**src/rtl/imem_boot_loader.sv**
```systemverilog
`default_nettype none
// ============================================================================
// Module   : imem_boot_loader
// Purpose  : Boot stage in front of the core's instruction memory. It receives
//            a length-prefixed program image over a valid/ready stream, writes
//            each instruction word into the IMEM write port, and holds the
//            core in reset until a complete image has been loaded.
// Ports    : clk, rst        - clock, synchronous active-high reset
//            start           - begin a new load (IDLE/DONE/ERR only)
//            in_valid/in_data/in_ready - input word stream
//            imem_we/imem_waddr/imem_wdata - IMEM write port (1-cycle latency)
//            core_rst        - core reset, low only in DONE
//            busy/done/error - status (LEN/LOAD/CHK, DONE, ERR)
//            word_count      - instruction words accepted in this load
// Config   : IMEM_BOOT_CHECKSUM_EN - adds a trailing XOR checksum word (CHK)
// Revision : 1.0 - initial release
// ============================================================================
module imem_boot_loader #(
  parameter int ADDR_WIDTH     = 8,
  parameter int DATA_WIDTH     = 32,
  parameter int TIMEOUT_CYCLES = 1024
) (
  input  logic                  clk,
  input  logic                  rst,
  input  logic                  start,
  input  logic                  in_valid,
  input  logic [DATA_WIDTH-1:0] in_data,
  output logic                  in_ready,
  output logic                  imem_we,
  output logic [ADDR_WIDTH-1:0] imem_waddr,
  output logic [DATA_WIDTH-1:0] imem_wdata,
  output logic                  core_rst,
  output logic                  busy,
  output logic                  done,
  output logic                  error,
  output logic [ADDR_WIDTH:0]   word_count
);

  localparam int                  C_TW      = $clog2(TIMEOUT_CYCLES + 1);
  localparam logic [DATA_WIDTH-1:0] C_MAX_LEN = DATA_WIDTH'(2 ** ADDR_WIDTH);
  localparam logic [C_TW-1:0]     C_TO_LAST = C_TW'(TIMEOUT_CYCLES - 1);

  typedef enum logic [2:0] {
    S_IDLE = 3'd0,
    S_LEN  = 3'd1,
    S_LOAD = 3'd2,
    S_DONE = 3'd3,
    S_ERR  = 3'd4
`ifdef IMEM_BOOT_CHECKSUM_EN
    ,S_CHK = 3'd5
`endif
  } state_t;

  state_t                r_state;
  state_t                w_state_nxt;
  logic                  r_in_ready;
  logic                  r_we;
  logic [ADDR_WIDTH-1:0] r_waddr;
  logic [DATA_WIDTH-1:0] r_wdata;
  logic [ADDR_WIDTH:0]   r_word_count;
  logic [ADDR_WIDTH:0]   r_len;
  logic [C_TW-1:0]       r_idle;
`ifdef IMEM_BOOT_CHECKSUM_EN
  logic [DATA_WIDTH-1:0] r_xor;
`endif

  logic                  w_xfer;
  logic                  w_busy;
  logic                  w_timeout;
  logic                  w_last;
  logic                  w_nxt_busy;
  logic [ADDR_WIDTH:0]   w_wc_inc;

  assign w_xfer    = in_valid & r_in_ready;
  assign w_busy    = (r_state == S_LEN) || (r_state == S_LOAD)
`ifdef IMEM_BOOT_CHECKSUM_EN
                     || (r_state == S_CHK)
`endif
                     ;
  // A transfer in the final idle cycle wins over the timeout.
  assign w_timeout = w_busy && !w_xfer && (r_idle == C_TO_LAST);
  assign w_wc_inc  = r_word_count + {{ADDR_WIDTH{1'b0}}, 1'b1};
  assign w_last    = (w_wc_inc == r_len);

  always_comb begin
    w_state_nxt = r_state;
    unique case (r_state)
      S_IDLE: if (start) w_state_nxt = S_LEN;
      S_LEN: begin
        if (w_xfer) begin
          if (in_data > C_MAX_LEN)
            w_state_nxt = S_ERR;
          else if (in_data == '0)
`ifdef IMEM_BOOT_CHECKSUM_EN
            w_state_nxt = S_CHK;
`else
            w_state_nxt = S_DONE;
`endif
          else
            w_state_nxt = S_LOAD;
        end else if (w_timeout) begin
          w_state_nxt = S_ERR;
        end
      end
      S_LOAD: begin
        if (w_xfer) begin
          if (w_last)
`ifdef IMEM_BOOT_CHECKSUM_EN
            w_state_nxt = S_CHK;
`else
            w_state_nxt = S_DONE;
`endif
        end else if (w_timeout) begin
          w_state_nxt = S_ERR;
        end
      end
`ifdef IMEM_BOOT_CHECKSUM_EN
      S_CHK: begin
        if (w_xfer)
          w_state_nxt = (in_data == r_xor) ? S_DONE : S_ERR;
        else if (w_timeout)
          w_state_nxt = S_ERR;
      end
`endif
      S_DONE, S_ERR: if (start) w_state_nxt = S_LEN;
      default: w_state_nxt = S_IDLE;
    endcase
  end

  assign w_nxt_busy = (w_state_nxt == S_LEN) || (w_state_nxt == S_LOAD)
`ifdef IMEM_BOOT_CHECKSUM_EN
                      || (w_state_nxt == S_CHK)
`endif
                      ;

  always_ff @(posedge clk) begin
    if (rst) begin
      r_state      <= S_IDLE;
      r_in_ready   <= 1'b0;
      r_we         <= 1'b0;
      r_waddr      <= '0;
      r_wdata      <= '0;
      r_word_count <= '0;
      r_len        <= '0;
      r_idle       <= '0;
`ifdef IMEM_BOOT_CHECKSUM_EN
      r_xor        <= '0;
`endif
    end else begin
      r_state    <= w_state_nxt;
      // Registered decode of the upcoming state, so in_ready never
      // depends on in_valid.
      r_in_ready <= w_nxt_busy;
      r_we       <= 1'b0;

      if (w_xfer && (r_state == S_LEN))
        r_len <= in_data[ADDR_WIDTH:0];

      if (w_xfer && (r_state == S_LOAD)) begin
        r_we         <= 1'b1;
        r_waddr      <= r_word_count[ADDR_WIDTH-1:0];
        r_wdata      <= in_data;
        r_word_count <= w_wc_inc;
      end

      if ((w_state_nxt == S_LEN) && (r_state != S_LEN))
        r_word_count <= '0;

      if (!w_busy || w_xfer)
        r_idle <= '0;
      else
        r_idle <= r_idle + {{(C_TW-1){1'b0}}, 1'b1};

`ifdef IMEM_BOOT_CHECKSUM_EN
      // Checksum covers the length word and every instruction word.
      if (w_xfer && (r_state == S_LEN))
        r_xor <= in_data;
      else if (w_xfer && (r_state == S_LOAD))
        r_xor <= r_xor ^ in_data;
`endif
    end
  end

  assign in_ready   = r_in_ready;
  assign imem_we    = r_we;
  assign imem_waddr = r_waddr;
  assign imem_wdata = r_wdata;
  assign word_count = r_word_count;
  assign busy       = w_busy;
  assign done       = (r_state == S_DONE);
  assign error      = (r_state == S_ERR);
  assign core_rst   = (r_state != S_DONE);

endmodule
`default_nettype wire

```
**config.mk**
```make
export PLATFORM = sky130hd
export DESIGN_NAME = imem_boot_loader
export DESIGN_NICKNAME = d
export VERILOG_FILES = /design/src/rtl/imem_boot_loader.sv
export SDC_FILE = /design/constraint.sdc
export NUM_CORES = 1
export LEC_CHECK = 0
export CELL_PAD_IN_SITES_DETAIL_PLACEMENT = 0
export CELL_PAD_IN_SITES_GLOBAL_PLACEMENT = 1
export CORE_ASPECT_RATIO = 1.25
export CORE_MARGIN = 2
export CORE_UTILIZATION = 30
export CTS_CLUSTER_SIZE = 40
export DETAILED_ROUTE_END_ITERATION = 10
export MAX_ROUTING_LAYER = met4
export PLACE_DENSITY_LB_ADDON = 0.08
export SYNTH_ARGS = -nofsm -noshare
export SYNTH_HDL_FRONTEND = slang
export SYNTH_SLANG_ARGS = --single-unit
```
**constraint.sdc**
```tcl
create_clock -name clk -period 2.5 [get_ports clk]
set_input_delay 0.5 -clock clk [delete_from_list [all_inputs] [get_ports clk]]
set_output_delay 0.5 -clock clk [all_outputs]
set_load 0.01 [all_outputs]
```
==> impl_metrics.py <==
metrics = {
    "status": {
        "status": "finished clean",
    },
    "placement": {
        "gp_congestion": 0.815,
        "placed_cell_area_um2": 4490,
        "io_buffers": 90,
        "dp.cells": 637,
        "dp_hpwl_um": 7080,
    },
    "timing": {
        "period_minus_slack_ns": 2.47,
        "rsz0062_at_grt": "true",
        "fin_worst_skew_ns": 0.00740,
        "fin_crit_sh": 0.989,
        "fmax_ghz": 0.404,
        "final-max-slew-violation-count": 0,
        "slew_headroom": 0.659,
        "setup_viol": 0,
        "tightest_slew_ns": 0.511,
        "holdWs_ns": 0.452,
        "hold_violations": 0,
    },
    "synthesis": {
        "syn-instance-count": 405,
        "async_flop_share": 0,
        "ys_seq_area_frac": 0.457,
        "synthesis.area_um2": 3240,
        "yosysWarningCount": 0,
        "ys_seq_elements": 74,
        "synth_area_leaders": "dfxtp_1 (46%), nand2_1 (13%), a21oi_1 (8.0%), xor2_1 (4.3%), xnor2_1 (3.2%)",
        "synth_top_cell_by_area": "dfxtp_1",
        "synth-main-ff-cell": "dfxtp_1",
        "yosysTopAreaCellShare": 0.457,
        "synthesis.nets": 443,
        "avgSynthCellArea_um2": 8.00,
        "ys_types": 47,
        "synth-edff-count": 0,
    },
    "floorplanning": {
        "io_pins": 91,
        "fp.dieW_um": 97.0,
        "row_count": 42,
        "die-area_um2": 11700,
        "die_h_um": 120,
        "coreArea_um2": 10600,
        "start_util": 0.307,
    },
    "clocking": {
        "cts_max_path_buffers": 2,
        "htree_num_levels": 3,
        "clock_sinks": 74,
        "clk_pin_slew_worst_paths_ns": 0.06,
        "cts_buffers": 9,
        "clk_latency_ns": 0.33,
        "cts_tree": "done",
        "cts_root_buf": "clkbuf_16",
    },
    "run": {
        "drv_cap": 0,
    },
    "drt": {
        "drt-vias-per-instance": 4.82,
        "wl_per_cell_um": 15.0,
        "via_count": 3165,
        "drtIter0Drc": 120,
        "ant_nets": 0,
        "drt_wl_total_um": 9850,
        "post-route-drc-count": 0,
        "drt-pass1-iter-count": 4,
    },
    "global_routing": {
        "grt_max_degree": 37,
        "antenna_found_initial": 0,
        "grt_pass1_vias": 3071,
        "track_usage": 0.172,
        "grt_pass1_wl_um": 15600,
        "overflow": 0,
    },
    "critical_path": {
        "slowest_delay_ns": 0.55,
        "worstSetupPathType": "input pin to flip-flop",
        "ff2ff_setup_slack_ns": 0.21,
        "rr_startpoint": "r_state[2]",
        "worstReg2RegEnd": "word_count[2]",
        "arrival_ns": 2.68,
        "required_ns": 2.70,
        "crit_path_end": "word_count[2]",
        "cp-start-kind": "input pin",
        "path_cells": "clkdlybuf4s50_1, or4_4, or3_4, o311ai_4, a221oi_2, a21oi_2, buf_2, a211oi_1",
        "endpoint_kind": "flip-flop",
        "r2r.worst_path.cells": 7,
        "slowest_stage": "or4_4",
        "crit_start": "in_data[5]",
        "cp_max_fo": 5,
    },
    "final_layout": {
        "utilization": 0.463,
        "area_growth_pct": 50.9,
        "final_cell_area_um2": 4890,
        "antennaDiodeCount": 0,
        "nets": 557,
        "drive_above_1_share": 0.143,
        "stdcell_count": 656,
    },
    "power_and_ir_drop": {
        "pwr_density_cell_nw_per_um2": 529,
        "irDropWorstVdd_uv": 291,
        "p_leak_nw": 1.75,
    },
    "hold_path": {
        "holdCritPathClass": "flip-flop to flip-flop",
    },
}
-- through the flow --
stage	setup slack (ns)	total power [mW]	setup TNS, ns
2_1_floorplan	0.235	1.28	0
3_3_place_gp	-0.495	1.39	-4.90
3_5_place_dp	-0.519	1.39	-5.07
4_1_cts	0.000952	2.62	0
5_1_grt	-0.0328	2.71	-0.0886
6_report	0.0267	2.59	0
-- cells in the mapped netlist (all sizes together) (3+ instances only) --
master	number
buf	8
nor2b	3
nor3b	3
xor2	16
and2	4
nor2	18
dfxtp	74
a221oi	3
a21oi	53
nor4	5
clkbuf	19
o21ai	3
nand2b	3
nand2	112
a211oi	9
inv	4
nor3	3
or4	3
nand4	9
xnor2	12
nand3	13
-- worst max-delay path: cells and delay by family --
| family | cells | cell delay, ns |
|---|---|---|
| compound gates | 4 | 0.67 |
| buf+inv | 2 | 0.60 |
| simple gates | 2 | 0.90 |
-- sequential cells by signal (all words and copies together), names as in the netlist --
register,cells
r_state,3
in_ready,1
r_idle,11
imem_we,1
imem_wdata,32
word_count,9
r_len,9
imem_waddr,8
-- worst min-delay path by stage --
stage	from	to	slack (ns)	depth (start not counted)
3_3_place_gp	imem_wdata[15]	imem_wdata[15]	0.44	2
5_1_grt	imem_wdata[17]	imem_wdata[17]	0.47	2
2_1_floorplan	r_len[0]	r_len[0]	0.45	2
4_1_cts	imem_wdata[17]	imem_wdata[17]	0.46	2
3_5_place_dp	imem_wdata[1]	imem_wdata[1]	0.45	2
6_report	imem_wdata[1]	imem_wdata[1]	0.45	2
-- cell usage in the layout, fill, tap and decap left out, types with 4 or more instances in the layout --
cell type	instances
dfxtp_1	74
and2_1	4
nand2_1	112
xnor2_1	12
nor2_1	18
a211oi_1	9
clkbuf_16	9
clkdlybuf4s50_1	83
dlymetal6s2s_1	6
inv_1	4
buf_4	37
nand4_1	9
nand3_1	11
a21oi_1	52
xor2_1	16
-- metal layers --
layer / GRT usage / share of wire
met5: - / 0
met4: 0.0660 / 0.018
met3: 0.0416 / 0.047
met2: 0.283 / 0.49
met1: 0.204 / 0.45
-- where the power goes --
| part | internal, mW | switching (mW) | total, mW | leakage (nW) |
|---|---|---|---|---|
| Clock | 0.724 | 0.489 | 1.21 | 0.139 |
| Combinational | 0.101 | 0.0853 | 0.187 | 1.01 |
| Sequential | 1.18 | 0.00601 | 1.19 | 0.596 |
| Total | 2.01 | 0.580 | 2.59 | 1.75 |
-- area by class of cell --
type                            count  area (µm²)
Clock buffer                       12         256
Fill cell                        1099        5670
Tap cell                          132         165
Sequential cell                    74        1480
Inverter                            4        15.0
Clock inverter                      4        26.3
Timing Repair Buffer              130        1220
Multi-Input combinational cell    300        1720
-- cell families (layout without fill, tap and decap cells) --
family | count (synthesis) | in the layout | synth area share
xor+xnor | 28 | 28 | 0.0756
flops | 74 | 74 | 0.457
simple gates | 192 | 192 | 0.276
mux | 2 | 2 | 0.00656
buf+inv | 31 | 150 | 0.0394
fa+ha+maj | 2 | 2 | 0.00772
compound gates | 76 | 76 | 0.138
-- what timing repair did --
| action | CTS | global route |
|---|---|---|
| endpoints found under the setup margin | 10 | 11 |
| endpoints found under the hold margin | 0 | 0 |
| resized for setup | 5 | 15 |
| pin swaps | 1 | 9 |
| gates cloned | 0 | 1 |
| hold buffers | 0 | 0 |
| buffers inserted | 1 | 1 |
Note: power is estimated with default switching activity, not from simulation.
